==> src/rtl/regfile_wb_arbiter.sv <==
// Writeback arbiter + scoreboard: merges two writeback requesters onto one register-file write port.
// Latency: one cycle from grant to We/Wr/D; scoreboard updates at the grant edge.
// Backpressure: a requester holds Valid until its Ready; losing requester waits, one write per cycle.
//
// Ports:
//   Clk, Rst            single clock, synchronous active-high reset
//   AValid/AReady/AReg/AData   requester A (ALU result)
//   BValid/BReady/BReg/BData   requester B (load unit)
//   ClaimVld/ClaimReg          issue stage reserves a destination register
//   Ra, Rb, Stall              source registers in issue and the resulting hazard flag
//   Busy                       scoreboard vector, bit i = register i has a pending write
//   We, Wr, D                  registered register-file write port
//
// Build option: define WB_RR_ARB_EN for round-robin arbitration between A and B;
// without it A has fixed priority over B.

module regfile_wb_arbiter #(
    parameter int DATA_W = 32
) (
    input  logic              Clk,
    input  logic              Rst,

    input  logic              AValid,
    output logic              AReady,
    input  logic [4:0]        AReg,
    input  logic [DATA_W-1:0] AData,

    input  logic              BValid,
    output logic              BReady,
    input  logic [4:0]        BReg,
    input  logic [DATA_W-1:0] BData,

    input  logic              ClaimVld,
    input  logic [4:0]        ClaimReg,

    input  logic [4:0]        Ra,
    input  logic [4:0]        Rb,
    output logic              Stall,
    output logic [31:0]       Busy,

    output logic              We,
    output logic [4:0]        Wr,
    output logic [DATA_W-1:0] D
);

    logic              grant_a;
    logic              grant_b;
    logic              xfer_a;
    logic              xfer_b;
    logic              xfer;
    logic [4:0]        xfer_reg;
    logic [DATA_W-1:0] xfer_dat;

    logic [31:0]       busy_q;
    logic [31:0]       busy_nxt;

    logic              we_q;
    logic [4:0]        wr_q;
    logic [DATA_W-1:0] d_q;

    // ------------------------------------------------------------------
    // Arbitration
    // ------------------------------------------------------------------
`ifdef WB_RR_ARB_EN
    // rr_ptr_q names the requester that wins a conflict: 0 = A, 1 = B.
    logic rr_ptr_q;

    always_comb begin
        grant_a = AValid & (~BValid | ~rr_ptr_q);
        grant_b = BValid & (~AValid |  rr_ptr_q);
    end

    // After any transfer the preference passes to the other requester,
    // so a held conflict alternates A, B, A, B.
    always_ff @(posedge Clk) begin
        if (Rst) begin
            rr_ptr_q <= 1'b0;
        end else if (xfer_a) begin
            rr_ptr_q <= 1'b1;
        end else if (xfer_b) begin
            rr_ptr_q <= 1'b0;
        end
    end
`else
    // Fixed priority: A always wins, B only proceeds when A is idle.
    always_comb begin
        grant_a = AValid;
        grant_b = BValid & ~AValid;
    end
`endif

    // Reset blocks all grants so nothing in flight is accepted.
    assign AReady = grant_a & ~Rst;
    assign BReady = grant_b & ~Rst;

    assign xfer_a = AValid & AReady;
    assign xfer_b = BValid & BReady;
    assign xfer   = xfer_a | xfer_b;

    // At most one grant is high, so a simple select is enough.
    assign xfer_reg = xfer_a ? AReg  : BReg;
    assign xfer_dat = xfer_a ? AData : BData;

    // ------------------------------------------------------------------
    // Scoreboard
    // ------------------------------------------------------------------
    // Clear for the granted writeback first, then apply the claim so that
    // a same-cycle claim of the same register leaves the bit set: the new
    // instruction's pending write is the one that matters.
    always_comb begin
        busy_nxt = busy_q;
        if (xfer) begin
            busy_nxt[xfer_reg] = 1'b0;
        end
        if (ClaimVld) begin
            busy_nxt[ClaimReg] = 1'b1;
        end
        busy_nxt[0] = 1'b0;  // r0 is hardwired, never pending
    end

    always_ff @(posedge Clk) begin
        if (Rst) begin
            busy_q <= '0;
        end else begin
            busy_q <= busy_nxt;
        end
    end

    assign Busy = busy_q;

    // Hazard check looks only at the registered scoreboard; a write being
    // granted this cycle still stalls the reader until the next cycle.
    // busy_q[0] is always 0, so r0 sources never stall.
    assign Stall = busy_q[Ra] | busy_q[Rb];

    // ------------------------------------------------------------------
    // Registered write port
    // ------------------------------------------------------------------
    // Writes to r0 are accepted from the requester but suppressed here;
    // Wr/D keep their previous values whenever no real write happens.
    always_ff @(posedge Clk) begin
        if (Rst) begin
            we_q <= 1'b0;
            wr_q <= '0;
            d_q  <= '0;
        end else if (xfer && (xfer_reg != 5'd0)) begin
            we_q <= 1'b1;
            wr_q <= xfer_reg;
            d_q  <= xfer_dat;
        end else begin
            we_q <= 1'b0;
        end
    end

    assign We = we_q;
    assign Wr = wr_q;
    assign D  = d_q;

endmodule

==> config.mk <==
export PLATFORM = sky130hd
export DESIGN_NAME = regfile_wb_arbiter
export DESIGN_NICKNAME = d
export VERILOG_FILES = /design/src/rtl/regfile_wb_arbiter.sv
export SDC_FILE = /design/constraint.sdc
export NUM_CORES = 1
export LEC_CHECK = 0
export CAP_MARGIN = 20
export CORE_ASPECT_RATIO = 1.25
export CORE_MARGIN = 2
export CORE_UTILIZATION = 46
export CTS_CLUSTER_SIZE = 20
export DETAILED_ROUTE_END_ITERATION = 12
export HOLD_SLACK_MARGIN = 0.1
export PLACE_DENSITY = 0.86
export SYNTH_ARGS = -nofsm -noshare
export SYNTH_HDL_FRONTEND = slang
export SYNTH_SLANG_ARGS = --single-unit
==> constraint.sdc <==
create_clock -name Clk -period 4.1 [get_ports Clk]
set_input_delay 0.41 -clock Clk [delete_from_list [all_inputs] [get_ports Clk]]
set_output_delay 0.41 -clock Clk [all_outputs]
set_load 0.05 [all_outputs]
==> flow_summary.html <==
<table>
<tr><th>Metric</th><th>Value</th></tr>
<tr><th colspan="2">Detailed routing</th></tr>
<tr><td>Routed wire per std cell</td><td>18.63 um</td></tr>
<tr><td>Antenna-violating nets left</td><td>0</td></tr>
<tr><td>Detailed Routing Iterations Pass 1</td><td>5</td></tr>
<tr><td>Vias after detailed routing</td><td>3,847</td></tr>
<tr><td>Initial DRC Count</td><td>229</td></tr>
<tr><td>Post-route DRC</td><td>0</td></tr>
<tr><td>Via density per instance</td><td>5.909</td></tr>
<tr><td>Drt total wl</td><td>12.13 mm</td></tr>
<tr><th colspan="2">Timing</th></tr>
<tr><td>Final min period</td><td>3.700 ns</td></tr>
<tr><td>Number of max-slew violations in the final report</td><td>0</td></tr>
<tr><td>Actual transition at the worst max-transition pin</td><td>0.9166 ns</td></tr>
<tr><td>Slew Limit Headroom</td><td>38.76%</td></tr>
<tr><td>Hold violation total from the final report</td><td>0</td></tr>
<tr><td>Skew final</td><td>0 ns</td></tr>
<tr><td>Worst setup slack after layout</td><td>0.4002 ns</td></tr>
<tr><td>Count of final setup violators</td><td>0</td></tr>
<tr><td>Final Cycle Share</td><td>90.24%</td></tr>
<tr><td>Max Clk Rate</td><td>0.2703 GHz</td></tr>
<tr><td>Total Negative Setup Slacks</td><td>0 ns</td></tr>
<tr><td>Setup repair after global routing missed its margin</td><td>false</td></tr>
<tr><th colspan="2">Logic synthesis</th></tr>
<tr><td>Number of distinct library cells after synthesis</td><td>42</td></tr>
<tr><td>Mapped Nets</td><td>494</td></tr>
<tr><td>Flops &amp; latches, synth</td><td>69</td></tr>
<tr><td>Most used flip-flop cell after synthesis</td><td>sky130_fd_sc_hd__dfxtp_1</td></tr>
<tr><td>Syn Std Cell Area</td><td>0.003757 mm^2</td></tr>
<tr><td>FFs w/ async S/R, synth</td><td>0%</td></tr>
<tr><td>Number of enable flip-flop cells after synthesis</td><td>0</td></tr>
<tr><td>Mean area per synthesized cell</td><td>9.393 um^2</td></tr>
<tr><td>Yosys warning total</td><td>0</td></tr>
<tr><td>Top cells by area in the synthesized netlist</td><td>sky130_fd_sc_hd__dfxtp_1 37%, sky130_fd_sc_hd__a211oi_2 10%, sky130_fd_sc_hd__mux2i_1 9.9%</td></tr>
<tr><td>Part of the Yosys area used for sequential elements</td><td>36.76%</td></tr>
<tr><td>Cell taking the most area after synthesis</td><td>sky130_fd_sc_hd__dfxtp_1</td></tr>
<tr><td>Gate count after technology mapping</td><td>400</td></tr>
<tr><td>Share of Yosys cell area claimed by the top area cell type</td><td>36.76%</td></tr>
<tr><th colspan="2">Hold path</th></tr>
<tr><td>Depth of the worst hold-timing path</td><td>2</td></tr>
<tr><td>Endpoint, Worst Hold</td><td>Busy[5]$_SDFF_PP0_</td></tr>
<tr><td>Hold path startpoint</td><td>Rst</td></tr>
<tr><td>Min-delay worst type</td><td>input port to register</td></tr>
<tr><th colspan="2">Cells and area</th></tr>
<tr><td>Fraction of final layout cells with drive strength greater than 1</td><td>13.13%</td></tr>
<tr><td>Number of antenna diodes</td><td>0</td></tr>
<tr><td>Post-layout instance count excluding filler cells</td><td>651</td></tr>
<tr><td>Synth-to-Final Area Change</td><td>49.75%</td></tr>
<tr><td>Number of nets in the layout</td><td>645</td></tr>
<tr><th colspan="2">Floorplan</th></tr>
<tr><td>Die area</td><td>0.008911 mm^2</td></tr>
<tr><td>Chip Width</td><td>84.84 um</td></tr>
<tr><td>Vertical die dimension</td><td>105.0 um</td></tr>
<tr><td>Core Box Area</td><td>0.007883 mm^2</td></tr>
<tr><td>Ports</td><td>167</td></tr>
<tr><td>Initial core utilization</td><td>47.67%</td></tr>
<tr><td>Number of standard-cell rows in the floorplan</td><td>36</td></tr>
<tr><th colspan="2">GRT</th></tr>
<tr><td>GR Layer Usage met1</td><td>29.77%</td></tr>
<tr><td>Grt met2 use</td><td>46.74%</td></tr>
<tr><td>Congestion Overflow GR</td><td>0</td></tr>
<tr><td>Via count of the first global-routing pass</td><td>3,855</td></tr>
<tr><td>Wire length of the first global-routing pass</td><td>19.15 mm</td></tr>
<tr><td>Pin count of the biggest net entering global routing</td><td>75</td></tr>
<tr><td>Total track usage</td><td>27.22%</td></tr>
<tr><td>Layer with the highest usage after global routing</td><td>met2</td></tr>
<tr><td>Global-route track usage on met3</td><td>6.793%</td></tr>
<tr><td>Initial antenna violation count</td><td>0</td></tr>
<tr><th colspan="2">Clock tree</th></tr>
<tr><td>Clock-pin slew on the worst setup and hold paths</td><td>0.07 ns</td></tr>
<tr><td>Clock latency on the worst-skew pair</td><td>0.35 ns</td></tr>
<tr><td>H-Tree Depth</td><td>3</td></tr>
<tr><td>Cell at the root of the clock tree</td><td>sky130_fd_sc_hd__clkbuf_8</td></tr>
<tr><td>Buffer count from post-CTS setup fixing</td><td>0</td></tr>
<tr><td>TritonCTS clock tree</td><td>built</td></tr>
<tr><td>Clock Sink Count</td><td>69</td></tr>
<tr><td>Number of resized instances in the post-cts repair step</td><td>0</td></tr>
<tr><td>Maximum buffer depth of the clock tree</td><td>2</td></tr>
<tr><td>CTS Hold Buffers Added</td><td>0</td></tr>
<tr><td>Number of CTS-inserted buffers</td><td>9</td></tr>
<tr><th colspan="2">Pwr</th></tr>
<tr><td>PD cells</td><td>331.9 mW/mm^2</td></tr>
<tr><td>Leakage power of the design</td><td>2.023 nW</td></tr>
<tr><td>Relative contribution of sequential cells to total power</td><td>39.0%</td></tr>
<tr><td>Part of the power in the clock network</td><td>33.6%</td></tr>
<tr><td>Share of power burned in combinational logic</td><td>27.4%</td></tr>
<tr><td>Largest voltage drop on the vdd net</td><td>0.2035 mV</td></tr>
<tr><td>Switching share of total power</td><td>30.53%</td></tr>
<tr><td>Net Switching</td><td>0.0005702 W</td></tr>
<tr><td>Int Power</td><td>0.001298 W</td></tr>
<tr><th colspan="2">Job</th></tr>
<tr><td>Max-cap check violation count</td><td>0</td></tr>
<tr><th colspan="2">Setup path</th></tr>
<tr><td>Library cell appearing most often on the critical path</td><td>sky130_fd_sc_hd__clkdlybuf4s50_1</td></tr>
<tr><td>Worst-path maximum fanout</td><td>9</td></tr>
<tr><td>Register-to-register setup slack</td><td>3.24 ns</td></tr>
<tr><td>Startpoint of the lowest-slack register-to-register path</td><td>Busy[9]$_SDFF_PP0_</td></tr>
<tr><td>Endpoint required time on the critical path</td><td>3.69 ns</td></tr>
<tr><td>Critical R2R Capture</td><td>Busy[9]$_SDFF_PP0_</td></tr>
<tr><td>Worst reg-to-reg path cell count</td><td>2</td></tr>
<tr><td>Launch point of the worst path</td><td>Ra[1]</td></tr>
<tr><td>Cell Chain, Critical Path</td><td>clkdlybuf4s50_1, mux4_2, inv_1, a2111oi_0, nor2_1, nand4_1, clkdlybuf4s50_1</td></tr>
<tr><td>Largest stage delay on the critical path</td><td>0.82 ns</td></tr>
<tr><td>Delay-heaviest family, CP</td><td>buffers and inverters</td></tr>
<tr><td>Critical path buffer and inverter count</td><td>3</td></tr>
<tr><td>Crit path capture type</td><td>output port</td></tr>
<tr><td>Critical path start-end classification</td><td>input port to output port</td></tr>
<tr><td>Critical-path cell with the highest stage delay</td><td>sky130_fd_sc_hd__clkdlybuf4s50_1</td></tr>
<tr><td>Type of origin of the critical path</td><td>input port</td></tr>
<tr><td>Arrival @ worst endpoint</td><td>3.29 ns</td></tr>
<tr><th colspan="2">Placed design</th></tr>
<tr><td>Pre-CTS setup slack</td><td>0.5105 ns</td></tr>
<tr><td># placed instances</td><td>635</td></tr>
<tr><td>Detailed placer's ending HPWL</td><td>9.343 mm</td></tr>
<tr><td>Port buffer count</td><td>165</td></tr>
<tr><td>Global placer's final weighted congestion</td><td>0.9474</td></tr>
<tr><th colspan="2">Run status</th></tr>
<tr><td>Result of the run</td><td>finished clean</td></tr>
</table>
[worst register-to-register path, cell delays in order, from the launching register on]
cell and delay, ns:
sky130_fd_sc_hd__dfxtp_1 0.45, sky130_fd_sc_hd__o21ai_0 0.14, sky130_fd_sc_hd__a21oi_1 0.19
[synthesized netlist by cell type (all sizes together) (2+ instances only)]
master / number
nor3b: 6
nand4: 3
inv: 6
nand3b: 2
nand2b: 2
and3b: 2
mux4: 13
mux2: 6
buf: 16
mux2i: 37
clkbuf: 13
and3: 2
nor2: 45
a221oi: 2
a211oi: 36
nand4b: 2
dfxtp: 69
nor4: 2
and4b: 3
nor4bb: 2
nor2b: 3
a2111oi: 2
o21ai: 32
a21oi: 33
nand3: 2
nand2: 50
[per-layer routing]
layer  vias up  routed length (um)
li1       1769                   -
met1      1779                4355
met2       251                5947
met3        48                1274
met4         0                 553
met5         -                   0
[sequential cells by signal, indices dropped and copies added (netlist names)]
name and cells:
Wr 5, We 1, D 32, Busy 31
[through the flow]
step | power (W) | utilization, % | area [um^2] | hold WS, ns
5_1_grt | 0.001937 | 71.38 | 5627 | 0.4587
6_report | 0.001868 | 71.38 | 5627 | 0.4539
4_1_cts | 0.001877 | 71.38 | 5627 | 0.4334
2_1_floorplan | 0.001052 | - | 3757 | 0.5690
3_3_place_gp | 0.001244 | 68.51 | 5400 | 0.4690
3_5_place_dp | 0.001254 | 68.51 | 5400 | 0.4682
[worst max-delay path by stage]
stage                          to  slack, ns  cells after the start
2_1_floorplan  D[10]$_SDFFE_PP0P_       1.27                      8
6_report                    Stall       0.40                      7
4_1_cts                     Stall       0.51                      7
3_5_place_dp                Stall       0.51                      7
5_1_grt                     Stall       0.25                      7
3_3_place_gp                Stall       0.58                      7
[area by class of cell]
class / count / area [um^2]
multi-input combinational: 296 / 2193
tap: 95 / 118.9
fill: 590 / 2256
inverter: 6 / 22.52
clock buffer: 13 / 158.9
clock inverter: 3 / 67.56
sequential: 69 / 1381
timing repair buffer: 169 / 1684
[placed cells by master (no fill, tap or decap), types with 3 or more instances in the layout]
cell,count
sky130_fd_sc_hd__a211oi_2,30
sky130_fd_sc_hd__mux4_2,13
sky130_fd_sc_hd__nor2_1,45
sky130_fd_sc_hd__clkdlybuf4s50_1,163
sky130_fd_sc_hd__buf_4,3
sky130_fd_sc_hd__clkbuf_8,11
sky130_fd_sc_hd__nor2b_1,3
sky130_fd_sc_hd__and4b_1,3
sky130_fd_sc_hd__nor3b_1,6
sky130_fd_sc_hd__a211oi_1,5
sky130_fd_sc_hd__mux2_2,5
sky130_fd_sc_hd__inv_1,5
sky130_fd_sc_hd__nand4_1,3
sky130_fd_sc_hd__o21ai_0,32
sky130_fd_sc_hd__mux2i_1,37
sky130_fd_sc_hd__nand2_1,50
sky130_fd_sc_hd__a21oi_1,33
sky130_fd_sc_hd__dfxtp_1,69
[kinds of logic after synthesis]
kind of cell	after synthesis	share of synthesized area [%]
other cells	1	0.09980
simple gates	128	16.22
flops	69	36.76
compound gates	111	22.31
buf+inv	35	5.061
mux	56	19.55
[power groups by stage]
stage / sequential, W / clock, W / combinational, W
floorplan: 0.000866 / 0 / 0.000185
global placement: 0.000742 / 0 / 0.000502
detailed placement: 0.000744 / 0 / 0.000510
CTS: 0.000729 / 0.000636 / 0.000512
global route: 0.000732 / 0.000665 / 0.000540
finish: 0.000729 / 0.000627 / 0.000512
No activity file was read; power rests on OpenSTA's default activity.
